### src/rtl/count_dispatch.sv
// count_dispatch: FIFO-buffered job scheduler in front of the W-bit ones/zeros count engine.
// Optional WAIT-state watchdog (limit TMO cycles) is enabled by defining COUNT_TIMEOUT_EN.
module count_dispatch #(
   parameter int W     = 8,
   parameter int DEPTH = 4,
   parameter int TMO   = 64
) (
   input  logic         clk,
   input  logic         rst,
   input  logic         req_valid,
   output logic         req_ready,
   input  logic [W-1:0] req_data,
   input  logic [1:0]   req_sel,
   output logic [W-1:0] eng_a,
   output logic [1:0]   eng_sel,
   output logic         eng_start,
   input  logic         eng_done,
   input  logic [W-1:0] eng_cnt,
   output logic         rsp_valid,
   input  logic         rsp_ready,
   output logic [W-1:0] rsp_cnt,
   output logic [1:0]   rsp_sel,
   output logic         rsp_err,
   output logic [15:0]  jobs_done
);

   localparam int AW = $clog2(DEPTH);

   typedef enum logic [1:0] {IDLE, ISSUE, WAIT, RESP} state_t;

   if (DEPTH < 2 || (DEPTH & (DEPTH - 1)) != 0 || TMO < 1) begin : g_param_check
      $error("count_dispatch: DEPTH must be a power of 2 >= 2 and TMO >= 1");
   end

   state_t        state, state_nxt;

   logic [W-1:0]  fifo_data [DEPTH];
   logic [1:0]    fifo_sel  [DEPTH];
   logic [AW-1:0] wr_ptr, rd_ptr;
   logic [AW:0]   fill;
   logic          full, empty, push, pop;
   logic [W-1:0]  head_data;
   logic [1:0]    head_sel;
   logic          head_legal;

   logic          wait_first;
   logic          capture, timeout;
   logic          load_eng, load_rsp, count_inc;
   logic [W-1:0]  rsp_cnt_d;
   logic [1:0]    rsp_sel_d;
   logic          rsp_err_d;

   // ---------------- request FIFO ----------------
   assign full       = (fill == (AW+1)'(DEPTH));
   assign empty      = (fill == '0);
   assign req_ready  = !full;
   assign push       = req_valid && !full;
   assign head_data  = fifo_data[rd_ptr];
   assign head_sel   = fifo_sel[rd_ptr];
   assign head_legal = ^head_sel;

   // NOTE: storage array has no reset; only the pointers and fill level define FIFO contents.
   always_ff @(posedge clk) begin
      if (push) begin
         fifo_data[wr_ptr] <= req_data;
         fifo_sel[wr_ptr]  <= req_sel;
      end
   end

   always_ff @(posedge clk or negedge rst) begin
      if (!rst) begin
         wr_ptr <= '0;
         rd_ptr <= '0;
         fill   <= '0;
      end else begin
         if (push) wr_ptr <= wr_ptr + AW'(1);
         if (pop)  rd_ptr <= rd_ptr + AW'(1);
         case ({push, pop})
            2'b10:   fill <= fill + (AW+1)'(1);
            2'b01:   fill <= fill - (AW+1)'(1);
            default: fill <= fill;
         endcase
      end
   end

   // ---------------- completion detect ----------------
   // The engine may still show done from the previous job during the first WAIT cycle.
   assign capture = (state == WAIT) && eng_done && !wait_first;

`ifdef COUNT_TIMEOUT_EN
   localparam int CW = $clog2(TMO + 1);
   logic [CW-1:0] wait_cnt;

   always_ff @(posedge clk or negedge rst) begin
      if (!rst)                wait_cnt <= '0;
      else if (state == ISSUE) wait_cnt <= '0;
      else if (state == WAIT)  wait_cnt <= wait_cnt + CW'(1);
   end

   assign timeout = (state == WAIT) && !capture && (wait_cnt == CW'(TMO - 1));
`else
   assign timeout = 1'b0;
`endif

   // ---------------- FSM ----------------
   always_ff @(posedge clk or negedge rst) begin
      if (!rst) state <= IDLE;
      else      state <= state_nxt;
   end

   always_comb begin
      state_nxt = state;
      case (state)
         IDLE:    if (!empty) state_nxt = head_legal ? ISSUE : RESP;
         ISSUE:   state_nxt = WAIT;
         WAIT:    if (capture || timeout) state_nxt = RESP;
         RESP:    if (rsp_ready) state_nxt = IDLE;
         default: state_nxt = IDLE;
      endcase
   end

   // NOTE: every signal gets a default before the case so no latch is inferred.
   always_comb begin
      pop       = 1'b0;
      load_eng  = 1'b0;
      load_rsp  = 1'b0;
      count_inc = 1'b0;
      rsp_cnt_d = '0;
      rsp_sel_d = eng_sel;
      rsp_err_d = 1'b0;
      rsp_valid = (state == RESP);
      case (state)
         IDLE: begin
            if (!empty) begin
               pop = 1'b1;
               if (head_legal) begin
                  load_eng = 1'b1;
               end else begin
                  load_rsp  = 1'b1;
                  rsp_sel_d = head_sel;
                  rsp_err_d = 1'b1;
               end
            end
         end
         WAIT: begin
            if (capture) begin
               load_rsp  = 1'b1;
               rsp_cnt_d = eng_cnt;
            end else if (timeout) begin
               load_rsp  = 1'b1;
               rsp_cnt_d = '1;
               rsp_err_d = 1'b1;
            end
         end
         RESP:    count_inc = rsp_ready;
         default: ;
      endcase
   end

   // ---------------- registered outputs ----------------
   always_ff @(posedge clk or negedge rst) begin
      if (!rst) begin
         eng_a      <= '0;
         eng_sel    <= '0;
         eng_start  <= 1'b0;
         wait_first <= 1'b0;
         rsp_cnt    <= '0;
         rsp_sel    <= '0;
         rsp_err    <= 1'b0;
         jobs_done  <= '0;
      end else begin
         eng_start  <= (state_nxt == ISSUE);
         wait_first <= (state == ISSUE);
         if (load_eng) begin
            eng_a   <= head_data;
            eng_sel <= head_sel;
         end
         if (load_rsp) begin
            rsp_cnt <= rsp_cnt_d;
            rsp_sel <= rsp_sel_d;
            rsp_err <= rsp_err_d;
         end
         if (count_inc) jobs_done <= jobs_done + 16'd1;
      end
   end

endmodule

### config.mk
export PLATFORM = sky130hd
export DESIGN_NAME = count_dispatch
export DESIGN_NICKNAME = d
export VERILOG_FILES = /design/src/rtl/count_dispatch.sv
export SDC_FILE = /design/constraint.sdc
export NUM_CORES = 1
export LEC_CHECK = 0
export ABC_AREA = 1
export CELL_PAD_IN_SITES_DETAIL_PLACEMENT = 1
export CELL_PAD_IN_SITES_GLOBAL_PLACEMENT = 1
export CORE_UTILIZATION = 32
export CTS_BUF_LIST = sky130_fd_sc_hd__clkbuf_2
export DETAILED_ROUTE_END_ITERATION = 8
export GPL_TIMING_DRIVEN = 0
export PLACE_DENSITY = 0.65
export SKIP_LAST_GASP = 1
export SLEW_MARGIN = 30
export SYNTH_ARGS = -nofsm -noshare
export SYNTH_HDL_FRONTEND = slang
export SYNTH_SLANG_ARGS = --single-unit
### constraint.sdc
create_clock -name clk -period 2 [get_ports clk]
set_clock_uncertainty 0.1 [all_clocks]
set_input_delay 0.4 -clock clk [delete_from_list [all_inputs] [get_ports clk]]
set_output_delay 0.4 -clock clk [all_outputs]
set_load 0.05 [all_outputs]
==> flow_summary.toml <==
[timing]
worst_pin_slew_ns = 0.6367
rsz0062_at_grt = "yes"
fmax_mhz = 517.0
finalMaxSlewViolations = 0
setup_ws_ns = 0.06570
fin_crit_sh_pct = 96.72
hold_viol = 0
min_period_ns = 1.934
setup_viol = 0
setup_tns_ns = 0
slew-limit-headroom_pct = 57.50

[power_and_ir_drop]
p_leak_nw = 2.188
p_per_area_nw_per_um2 = 1525
p_sw_mw = 3.464
ir_drop_v = 0.0004708
netSwitchingFraction_pct = 46.36
p_clk_share_pct = 13.8
comb_power_share_pct = 49.5
seq_power_share_pct = 36.6
internal-power_mw = 4.008

[cts]
cts_buffer_depth = 2
htreeDepth = 3
clock_latency_ns = 0.56
cts_sinks = 88
cts_root_buf = "clkbuf_2"
cts_buffers = 9
path_clk_slew_ns = 0.25
tritoncts = "done"

[setup_path]
startpoint = "fill[1]"
critical_path.cell_chain = "inv_2 -> nand3_4 -> nand2_4 -> ha_4 -> inv_4 -> fa_2 -> a21oi_2 -> o21ai_2 -> xor2_1"
r2r-start = "fill[1]"
cp.arrival_ns = 2.32
cp_max_fo = 8
worstPathRequired_ns = 2.38
worstSetupStartpointType = "flop"
worstSetupPathType = "flop to flop"
crit_slowest_cell = "dfrtp_1"
end_kind = "flop"
cp_slowest_stage_delay_ns = 0.46

[drt]
finalWirelength_microns = 8836
vias_per_cell = 4.667
wl_per_cell_microns = 14.78
num_vias = 2791
first_iter_violations = 83
drcViolationCount = 8
drt_first_pass_iters = 6
final_antenna_net_count = 0

[grt]
first_global_vias = 2873
grt_pass1_wl_microns = 14410
antenna_found_initial = 0
overflow = 0
track_usage_pct = 14.89
grt_max_degree = 49

[place]
place_inst = 571
routabilityCongestion = 0.7841
placed_cell_area_sq_um = 4692
place_hpwl_microns = 6065
detailedPlace.worstSlack_ns = -0.3071
portBuffers = 62

[final_layout]
mostFrequentLayoutCell = "nand2_1"
design_area_sq_um = 4900
final_cells = 598
area_delta_synth_final_pct = 26.53
multi_input_area_sq_um = 1353
final_nets = 479
layout-drive-gt1-share_pct = 26.43
layout_common_cells = "nand2_1 (94), dfrtp_1 (47), edfxtp_1 (40)"
seqCellArea_sq_um = 2404
n_fill_cell = 1324
final_util_pct = 42.19

[yosys]
synth.net_count = 396
synth_cell_types = 28
synth_area_per_cell_sq_um = 10.58
synthCells = 366
ys_seq_area_share_pct = 62.04
syn-cell-area_sq_um = 3872
synth_warnings = 0
ys_ff_latch = 88

[floorplanning]
core-area_sq_um = 11610
rows = 39
pin_count = 63
die_h_microns = 112.0
die_area_sq_um = 12550
initial_core_util_pct = 33.34
die_width_microns = 112.0

[outcome]
status = "complete, but fails checks"
violations = "DRC"

[flow_run]
drv_cap = 0

[worst_hold_path]
hp-class = "input port to async pin"
==> cell usage after synthesis <==
master	count	area share, %
o21ai_0	18	2.3
nand3_1	14	1.8
o21ai_1	4	0.52
nand3_2	11	2.8
nor3_1	3	0.39
dfrtp_1	48	31
nor2_2	1	0.16
buf_4	1	0.19
buf_2	5	0.65
nand2_4	4	1.2
xnor2_1	7	1.6
inv_2	8	0.78
inv_1	22	2.1
nor3_4	1	0.42
nand2_1	96	9.3
xor2_1	10	2.3
o211ai_1	1	0.19
nand2_2	5	0.81
buf_6	4	1.2
fa_1	1	0.52
a21oi_1	4	0.52
nand3_4	1	0.45
o22ai_1	8	1.3
ha_1	6	1.9
nand4_1	5	0.81
and3_1	1	0.16
edfxtp_1	40	31
nor2_1	37	3.6
==> what timing repair did <==
action	CTS	global route
hold buffers	1	0
gates resized for setup	123	42
setup buffers	6	3
hold endpoints to repair	48	0
pin swaps	0	3
cloned	0	0
setup endpoints to repair	41	19
==> power groups by stage <==
| stage | Clock (mW) | Sequential, mW | Combinational (mW) |
|---|---|---|---|
| floorplan | 0 | 3.61 | 1.66 |
| global placement | 0 | 2.78 | 3.57 |
| detailed placement | 0 | 2.80 | 3.63 |
| CTS | 1.06 | 2.74 | 3.63 |
| finish | 1.03 | 2.74 | 3.70 |
| global route | 1.12 | 2.81 | 4.02 |
==> critical path, delay by kind of cell (launching register included) <==
| family | cells | cell delay [ns] |
|---|---|---|
| buffers and inverters | 2 | 0.15 |
| xor gates and xnor gates | 1 | 0.15 |
| AOI/OAI and AO/OA | 2 | 0.21 |
| DFF | 1 | 0.46 |
| adders and majority gates | 2 | 0.54 |
| and+or+nand+nor | 2 | 0.24 |
==> cell families (layout without fill, tap and decap cells) <==
family                     count (synthesis)  in the layout  synth area share [%]
AOI/OAI and AO/OA                         35             35                 4.847
xor gates and xnor gates                  17             17                 3.845
adders and majority gates                  7              7                 2.456
buffers and inverters                     40            128                 4.911
DFF                                       88             88                 62.04
other                                      0              1                     0
and+or+nand+nor                          179            179                 21.91
==> state kept, by name (all words and copies together) (netlist names), 3 cells and up <==
name	flops
jobs_done	16
fifo_sel	8
fill	3
eng_a	8
rsp_cnt	8
fifo_data	32
==> per-layer routing <==
metal / GRT usage (%) / wire (microns) / vias to the layer above
li1: - / - / 1377
met1: 19.49 / 4099 / 1360
met2: 24.35 / 4297 / 43
met3: 3.157 / 289 / 11
met4: 5.511 / 149 / 0
met5: 0 / 0 / -
==> cell type report <==
type	count	share of cell area (%)
clock inverter	7	1.762
timing repair buffer	72	12.97
clock buffer	9	0.9193
tap	143	3.652
multi-input combinational	238	27.60
inverter	30	2.400
antenna	1	0.05107
sequential	88	49.06
buffer	10	1.583
==> worst paths after layout <==
path | to | cells past startpoint | slack (ns)
max in group asynchronous | jobs_done[10] | 2 | 1.10
min | rsp_sel[0] | 2 | 0.25
max | fill[2] | 9 | 0.07
min in group clk | rsp_cnt[3] | 3 | 0.25
min reg2reg | eng_a[3] | 2 | 0.41
max reg2reg | fill[2] | 9 | 0.07
==> metrics by stage <==
stage          hold slack, ns  power (mW)
2_1_floorplan        0.004409       5.274
4_1_cts                0.2058       7.434
3_5_place_dp           0.3657       6.433
6_report               0.2476       7.472
3_3_place_gp           0.3571       6.351
5_1_grt                0.2186       7.948
No activity file was read; power rests on OpenSTA's default activity.
